### src/rtl/hazard_scoreboard_pkg.sv
`default_nettype none
// ============================================================================
// Module   : hazard_scoreboard_pkg
// Brief    : Shared widths, producer latencies and source-hazard helper.
// Revision : 1.0  initial release
// ============================================================================
package hazard_scoreboard_pkg;

    localparam int REG_AW   = 5;
    localparam int NUM_REGS = 32;
    localparam int LAT_W    = 3;
    localparam int MAX_LAT  = 7;

    // Cycles until a producer's result is visible to ID; the decoder drives id_lat_i from these.
    localparam int LAT_ALU  = 1;
    localparam int LAT_LOAD = 2;
    localparam int LAT_SC   = 2;
    localparam int LAT_MUL  = 5;

    typedef struct packed {
        logic late;   // blocks any consumer
        logic early;  // blocks only an ID-resolved branch/jump-register
    } src_haz_t;

    function automatic src_haz_t classify_src(
        input logic used,
        input logic idx_nz,
        input logic cnt_gt1,
        input logic cnt_nz,
        input logic bj
    );
        src_haz_t h;
        h.late  = used && idx_nz && cnt_gt1;
        h.early = used && idx_nz && bj && cnt_nz;
        return h;
    endfunction

endpackage
`default_nettype wire

### src/rtl/hazard_scoreboard_if.sv
`default_nettype none
// ============================================================================
// Module   : hazard_scoreboard_if
// Brief    : ID-stage request and interlock response bundle for the scoreboard.
// Revision : 1.0  initial release
// ============================================================================
interface hazard_scoreboard_if
    import hazard_scoreboard_pkg::*;
#(
    parameter int REG_AW   = hazard_scoreboard_pkg::REG_AW,
    parameter int NUM_REGS = hazard_scoreboard_pkg::NUM_REGS,
    parameter int LAT_W    = hazard_scoreboard_pkg::LAT_W,
    parameter int SCNT_W   = 32
);
    logic                id_valid_i;
    logic [REG_AW-1:0]   id_rs_i;
    logic [REG_AW-1:0]   id_rt_i;
    logic                id_rs_used_i;
    logic                id_rt_used_i;
    logic                id_bj_i;
    logic                id_wreg_i;
    logic [REG_AW-1:0]   id_dst_i;
    logic [LAT_W-1:0]    id_lat_i;
    logic                ex_stall_i;
    logic                flush_i;
    logic                stall_o;
    logic                stall_bj_o;
    logic [NUM_REGS-1:0] pending_o;
    logic [SCNT_W-1:0]   stall_cnt_o;

    modport master (
        output id_valid_i, id_rs_i, id_rt_i, id_rs_used_i, id_rt_used_i, id_bj_i,
               id_wreg_i, id_dst_i, id_lat_i, ex_stall_i, flush_i,
        input  stall_o, stall_bj_o, pending_o, stall_cnt_o
    );

    modport slave (
        input  id_valid_i, id_rs_i, id_rt_i, id_rs_used_i, id_rt_used_i, id_bj_i,
               id_wreg_i, id_dst_i, id_lat_i, ex_stall_i, flush_i,
        output stall_o, stall_bj_o, pending_o, stall_cnt_o
    );
endinterface
`default_nettype wire

### src/rtl/hazard_sb_entry.sv
`default_nettype none
// ============================================================================
// Module   : hazard_sb_entry
// Brief    : One register's countdown: hold, flush-clear, load or decrement.
// Revision : 1.0  initial release
// ============================================================================
module hazard_sb_entry #(
    parameter int LAT_W      = 3,
    parameter int FLUSH_KEEP = 1
) (
    input  wire logic             clk,
    input  wire logic             rst_n,
    input  wire logic             i_hold,
    input  wire logic             i_flush,
    input  wire logic             i_load,
    input  wire logic [LAT_W-1:0] i_load_val,
    output logic      [LAT_W-1:0] o_cnt
);
    localparam logic [LAT_W-1:0] c_keep = LAT_W'(FLUSH_KEEP);
    localparam logic [LAT_W-1:0] c_one  = LAT_W'(1);

    logic [LAT_W-1:0] r_cnt;

    always_ff @(posedge clk) begin
        if (!rst_n) begin
            r_cnt <= '0;
        end else if (i_hold) begin
            r_cnt <= r_cnt;
        end else if (i_flush) begin
            // Producers already past the commit point keep draining normally.
            if (r_cnt > c_keep) begin
                r_cnt <= '0;
            end else if (r_cnt != '0) begin
                r_cnt <= r_cnt - c_one;
            end
        end else if (i_load) begin
            r_cnt <= i_load_val;
        end else if (r_cnt != '0) begin
            r_cnt <= r_cnt - c_one;
        end
    end

    assign o_cnt = r_cnt;

endmodule
`default_nettype wire

### src/rtl/hazard_scoreboard.sv
`default_nettype none
// ============================================================================
// Module   : hazard_scoreboard
// Brief    : Per-register countdown scoreboard driving the ID-stage interlock.
// Revision : 1.0  initial release
// ============================================================================
module hazard_scoreboard
    import hazard_scoreboard_pkg::*;
#(
    parameter int REG_AW     = hazard_scoreboard_pkg::REG_AW,
    parameter int NUM_REGS   = hazard_scoreboard_pkg::NUM_REGS,
    parameter int LAT_W      = hazard_scoreboard_pkg::LAT_W,
    parameter int MAX_LAT    = hazard_scoreboard_pkg::MAX_LAT,
    parameter int FLUSH_KEEP = 1,
    parameter int SCNT_W     = 32
) (
    input  wire logic           clk,
    input  wire logic           rst_n,
    hazard_scoreboard_if.slave  sb
);
    localparam logic [LAT_W-1:0] c_max_lat = LAT_W'(MAX_LAT);
    localparam logic [LAT_W-1:0] c_one     = LAT_W'(1);

    logic [LAT_W-1:0]    w_cnt [NUM_REGS];
    logic [LAT_W-1:0]    w_cnt_rs;
    logic [LAT_W-1:0]    w_cnt_rt;
    logic [LAT_W-1:0]    w_lat_sat;
    logic                w_lat_nz;
    src_haz_t            w_haz_rs;
    src_haz_t            w_haz_rt;
    logic                w_stall;
    logic                w_late_any;
    logic                w_issue;
    logic [NUM_REGS-1:0] w_pending;
    logic [SCNT_W-1:0]   r_stall_cnt;

    assign w_cnt[0] = '0;

    assign w_lat_sat = (sb.id_lat_i > c_max_lat) ? c_max_lat : sb.id_lat_i;
    assign w_lat_nz  = (sb.id_lat_i != '0);

    assign w_cnt_rs = w_cnt[sb.id_rs_i];
    assign w_cnt_rt = w_cnt[sb.id_rt_i];

    assign w_haz_rs = classify_src(sb.id_rs_used_i, sb.id_rs_i != '0,
                                   w_cnt_rs > c_one, w_cnt_rs != '0, sb.id_bj_i);
    assign w_haz_rt = classify_src(sb.id_rt_used_i, sb.id_rt_i != '0,
                                   w_cnt_rt > c_one, w_cnt_rt != '0, sb.id_bj_i);

    assign w_late_any = w_haz_rs.late || w_haz_rt.late;
    assign w_stall    = rst_n && sb.id_valid_i &&
                        (w_late_any || w_haz_rs.early || w_haz_rt.early);
    assign w_issue    = sb.id_valid_i && !w_stall && !sb.ex_stall_i && !sb.flush_i;

    assign sb.stall_o    = w_stall;
    assign sb.stall_bj_o = w_stall && !w_late_any;

    generate
        for (genvar r = 1; r < NUM_REGS; r++) begin : g_entry
            logic w_load;
            // A zero-latency producer records nothing, so the counter keeps draining.
            assign w_load = w_issue && sb.id_wreg_i && w_lat_nz &&
                            (sb.id_dst_i == REG_AW'(r));

            hazard_sb_entry #(
                .LAT_W      (LAT_W),
                .FLUSH_KEEP (FLUSH_KEEP)
            ) u_entry (
                .clk        (clk),
                .rst_n      (rst_n),
                .i_hold     (sb.ex_stall_i),
                .i_flush    (sb.flush_i),
                .i_load     (w_load),
                .i_load_val (w_lat_sat),
                .o_cnt      (w_cnt[r])
            );
        end
    endgenerate

    always_comb begin
        w_pending = '0;
        for (int r = 0; r < NUM_REGS; r++) begin
            w_pending[r] = (w_cnt[r] != '0);
        end
    end

    assign sb.pending_o = w_pending;

    always_ff @(posedge clk) begin
        if (!rst_n) begin
            r_stall_cnt <= '0;
        end else if (w_stall && !sb.ex_stall_i && (r_stall_cnt != '1)) begin
            r_stall_cnt <= r_stall_cnt + SCNT_W'(1);
        end
    end

    assign sb.stall_cnt_o = r_stall_cnt;

endmodule
`default_nettype wire

### src/flat_wrapper.sv
// flat-port wrapper written by rule: the top's interface ports become plain ports
module hazard_scoreboard_flat import hazard_scoreboard_pkg::*;
#(
    parameter int REG_AW     = hazard_scoreboard_pkg::REG_AW,
    parameter int NUM_REGS   = hazard_scoreboard_pkg::NUM_REGS,
    parameter int LAT_W      = hazard_scoreboard_pkg::LAT_W,
    parameter int MAX_LAT    = hazard_scoreboard_pkg::MAX_LAT,
    parameter int FLUSH_KEEP = 1,
    parameter int SCNT_W     = 32
)
  (clk, rst_n, sb_id_valid_i, sb_id_rs_i, sb_id_rt_i, sb_id_rs_used_i, sb_id_rt_used_i, sb_id_bj_i, sb_id_wreg_i, sb_id_dst_i, sb_id_lat_i, sb_ex_stall_i, sb_flush_i, sb_stall_o, sb_stall_bj_o, sb_pending_o, sb_stall_cnt_o);
  hazard_scoreboard_if #(.REG_AW(REG_AW), .NUM_REGS(NUM_REGS), .LAT_W(LAT_W), .SCNT_W(SCNT_W)) sb_i ();
  input  wire logic clk;
  input  wire logic rst_n;
  input wire logic [$bits(sb_i.id_valid_i)-1:0] sb_id_valid_i;
  input wire logic [$bits(sb_i.id_rs_i)-1:0] sb_id_rs_i;
  input wire logic [$bits(sb_i.id_rt_i)-1:0] sb_id_rt_i;
  input wire logic [$bits(sb_i.id_rs_used_i)-1:0] sb_id_rs_used_i;
  input wire logic [$bits(sb_i.id_rt_used_i)-1:0] sb_id_rt_used_i;
  input wire logic [$bits(sb_i.id_bj_i)-1:0] sb_id_bj_i;
  input wire logic [$bits(sb_i.id_wreg_i)-1:0] sb_id_wreg_i;
  input wire logic [$bits(sb_i.id_dst_i)-1:0] sb_id_dst_i;
  input wire logic [$bits(sb_i.id_lat_i)-1:0] sb_id_lat_i;
  input wire logic [$bits(sb_i.ex_stall_i)-1:0] sb_ex_stall_i;
  input wire logic [$bits(sb_i.flush_i)-1:0] sb_flush_i;
  output wire logic [$bits(sb_i.stall_o)-1:0] sb_stall_o;
  output wire logic [$bits(sb_i.stall_bj_o)-1:0] sb_stall_bj_o;
  output wire logic [$bits(sb_i.pending_o)-1:0] sb_pending_o;
  output wire logic [$bits(sb_i.stall_cnt_o)-1:0] sb_stall_cnt_o;
  assign sb_i.id_valid_i = sb_id_valid_i;
  assign sb_i.id_rs_i = sb_id_rs_i;
  assign sb_i.id_rt_i = sb_id_rt_i;
  assign sb_i.id_rs_used_i = sb_id_rs_used_i;
  assign sb_i.id_rt_used_i = sb_id_rt_used_i;
  assign sb_i.id_bj_i = sb_id_bj_i;
  assign sb_i.id_wreg_i = sb_id_wreg_i;
  assign sb_i.id_dst_i = sb_id_dst_i;
  assign sb_i.id_lat_i = sb_id_lat_i;
  assign sb_i.ex_stall_i = sb_ex_stall_i;
  assign sb_i.flush_i = sb_flush_i;
  assign sb_stall_o = sb_i.stall_o;
  assign sb_stall_bj_o = sb_i.stall_bj_o;
  assign sb_pending_o = sb_i.pending_o;
  assign sb_stall_cnt_o = sb_i.stall_cnt_o;
  hazard_scoreboard #(.REG_AW(REG_AW), .NUM_REGS(NUM_REGS), .LAT_W(LAT_W), .MAX_LAT(MAX_LAT), .FLUSH_KEEP(FLUSH_KEEP), .SCNT_W(SCNT_W)) u_core (.clk(clk), .rst_n(rst_n), .sb(sb_i));
endmodule
### config.mk
export PLATFORM = sky130hd
export DESIGN_NAME = hazard_scoreboard_flat
export DESIGN_NICKNAME = d
export VERILOG_FILES = /design/src/rtl/hazard_scoreboard_pkg.sv /design/src/rtl/hazard_scoreboard_if.sv /design/src/rtl/hazard_sb_entry.sv /design/src/rtl/hazard_scoreboard.sv /design/src/flat_wrapper.sv
export SDC_FILE = /design/constraint.sdc
export NUM_CORES = 1
export LEC_CHECK = 0
export ABC_AREA = 1
export CORE_ASPECT_RATIO = 1.25
export CORE_MARGIN = 8
export CORE_UTILIZATION = 61
export CTS_BUF_LIST = sky130_fd_sc_hd__clkbuf_8
export DETAILED_ROUTE_END_ITERATION = 10
export MAX_ROUTING_LAYER = met4
export PLACE_DENSITY_LB_ADDON = 0.12
export SLEW_MARGIN = 20
export SYNTH_ARGS = -nofsm -noshare
export SYNTH_HDL_FRONTEND = slang
export SYNTH_SLANG_ARGS = --single-unit
### constraint.sdc
create_clock -name clk -period 2.6 [get_ports clk]
set_input_delay 0.39 -clock clk [delete_from_list [all_inputs] [get_ports clk]]
set_output_delay 0.39 -clock clk [all_outputs]
set_load 0.01 [all_outputs]
==> summary.txt <==
Global route
  – Vias in the first global route: 13,300
  – Remaining Overflow, GRT: 0
  – Global-route usage over all layers: 37.8%
  – Largest net degree at the start of global routing: 64
  – Initial antenna violation count: 0
  – First-pass GRT wire length: 67,600 um

Critical path
  – Kind of critical path: flop to output pin
  – Critical path arrival: 2180 ps
  – Crit path launch type: flop
  – Max FO, Critical Path: 6
  – Req. time, crit path: 2210 ps
  – CP Capture Type: output pin

Synthesis
  – Cell taking the most area after synthesis: dfxtp_1
  – Mean Syn Cell Area: 5.94 um^2
  – Library cells used by synthesis: 37
  – Post-synthesis mux area share: 0%
  – Fraction of registers with async set/reset: 0%
  – Area contributors post-synth: dfxtp_1 22%, nand2_1 15%, nand3_1 13%
  – Synth Area in XOR/XNOR: 4.97%
  – Synth Area in Simple Gates: 39.3%
  – Syn nets: 1,992
  – Synth warnings: 0
  – Sequential area share after synthesis: 22.2%
  – Leading cell type by number of instances after synthesis: nand2_1
  – Syn Inst Count: 1,897
  – Post-synthesis compound-gate area fraction: 15.1%
  – Top FF cell, synth: dfxtp_1
  – Flops & latches, synth: 125
  – Post-synth EDFFs: 0
  – Largest family of logic cells by synthesized area: simple AND/OR/NAND/NOR gates
  – Most frequent cells after synthesis: 454 x nand2_1, 285 x nand3_1, 201 x a21oi_1, 198 x inv_1, 157 x nor2_1
  – Adder-cell share of the synthesized area: 7.55%
  – Cell Area, Synth: 0.0113 mm^2
  – Fraction of post-synthesis cell area in the top cell type by area: 22.2%

STA
  – Hold_ws: 518 ps
  – Endpoints failing setup: 0
  – Post-route worst setup slack: 28.1 ps
  – Ratio of final minimum period to clock period: 98.9%
  – Slew HR: 46.2%
  – Max Transition Viols Final: 0
  – TNS Setup: 0 ps
  – Post-route minimum period: 2570 ps
  – Final Hold Vio Count: 0
  – Tightest Pin Transition: 807 ps
  – Fmax: 389 MHz
  – Fin Clk Skew: 16.2 ps

Die
  – Initial Utilization: 62.3%
  – Die X: 138 um
  – Number of cell rows: 55
  – Core area: 0.0181 mm^2
  – IO Count: 93
  – Die ar.: 0.0231 mm^2
  – DIE HEIGHT: 168 um

Drt
  – Routed WL per cell: 19.5 um
  – Post-route ant nets: 0
  – DR pass1 iterations: 9
  – Final WL: 44,500 um
  – Starting DRT DRC Count: 1,995
  – Top sig layer: met4
  – Met2 WL post-DR: 20,400 um
  – Vias per cell: 6.24
  – Metal3 WL: 5380 um
  – DRC viols: 0
  – DR vias: 14,200
  – DRT met1 WL: 15,700 um

Flow run
  – MaxCap Viol Count: 0

Power and ir drop
  – Pwr dens: 613 mW/mm^2
  – Leakage dissipation: 5.97 nW
  – Tot Pwr: 8.63 mW
  – Peak supply drop: 475 uV

Layout
  – FILL cells: 1,387
  – Area growth from synthesis to layout: 24.9%
  – # nets final: 2,136
  – Layout cells sized above 1: 15.3%
  – ANT cells: 0

Clocking
  – Hold-fix buffers, CTS: 0
  – CTS Buffer Depth: 2
  – CTS Buf Count: 17
  – Worst skew pair latency: 470 ps
  – Worst-path clk slew: 90 ps
  – Clk sink count: 125
  – Htree depth: 4
  – TritonCTS clock tree: done
  – Root Driver: clkbuf_8

Placed design
  – Post-DP HPWL: 30,900 um
  – Port-buffer cells: 91
  – Place WS: -618 ps
  – RD Place Congestion: 1.13

Worst hold path
  – Worst Hold Class: flop to flop

Status
  – Status: finished clean
-- flip-flops by register name, summed over array words and instances (netlist names) --
register,cells
u_core.g_entry.u_entry.o_cnt,93
u_core.sb.stall_cnt_o,32
-- worst max-delay path, stage by stage (launching register included) --
cell and delay, ps:
dfxtp_1 380, inv_1 130, ha_1 160, inv_1 40, nor2_1 360, inv_1 150
clkdlybuf4s50_1 510
-- per-layer routing --
layer / GRT usage, % / vias up
li1: - / 6566
met1: 43.2 / 6386
met2: 58.6 / 1048
met3: 7.33 / 242
met4: 25.9 / 0
met5: - / -
-- through the flow --
step                      cell area (um^2)  std cells  utilization [%]
after floorplan                      11300       1897                -
after detailed placement             12900       2223             71.5
after CTS                            13600       2271             75.2
after global placement               12900       2223             71.5
after global routing                 14100       2282             77.8
final                                14100       2282             77.8
-- final cells by class --
class / instances / area, um^2 / share of cell area, %
clock inverter: 15 / 150 / 1.07
inverter: 208 / 798 / 5.67
timing repair buffer: 217 / 2210 / 15.7
multi-input combinational: 1472 / 7850 / 55.8
sequential: 125 / 2550 / 18.1
tap: 228 / 285 / 2.03
clock buffer: 17 / 234 / 1.66
-- layout by cell type (no fill, tap or decap), types with 6 or more instances in the layout --
cell type and n:
nand2_1 439, nand3_1 269, a21oi_1 190, inv_1 174, nor2_1 144, buf_4 95, dfxtp_1 92, clkdlybuf4s50_1 83
o21ai_0 71, ha_1 68, xor2_1 59, nor3_1 57, dfxtp_2 30, inv_2 27, or2_2 20, nor4_1 19
nand3_2 17, nand4_1 17, clkbuf_8 17, buf_12 17, nand2_2 12, a21oi_2 11, o211ai_1 10, nor2_2 9
nor2_4 8, a22oi_1 7, o21ai_1 7, a32oi_1 7, inv_6 6, buf_6 6
-- where the power goes --
group / internal, mW / total [mW] / switching, mW
Sequential: 2.17 / 2.44 / 0.277
Clock: 0.789 / 1.78 / 0.988
Combinational: 1.75 / 4.41 / 2.65
-- worst paths after layout --
check | from | to | slack (ps) | cells past startpoint
setup / recovery | u_core.g_entry[6].u_entry.o_cnt[1] | sb_pending_o[6] | 30 | 6
hold / removal | u_core.sb.stall_cnt_o[26] | u_core.sb.stall_cnt_o[26] | 520 | 2
setup reg to reg | u_core.sb.stall_cnt_o[8] | u_core.sb.stall_cnt_o[13] | 100 | 11
hold reg to reg | u_core.sb.stall_cnt_o[26] | u_core.sb.stall_cnt_o[26] | 520 | 2
-- what timing repair did --
item | CTS | global route
setup endpoints to repair | 71 | 122
gates resized for setup | 32 | 142
pin swaps | 9 | 22
buffers inserted | 13 | 9
cloned | 3 | 3
-- cell families after synthesis --
family,count (synthesis)
buffers and inverters,300
AO/OA/AOI/OAI,319
XOR/XNOR,64
flip-flops,125
adder cells (fa/ha/maj),68
AND/OR/NAND/NOR,1020
other,1
(Power assumes the default switching activity.)
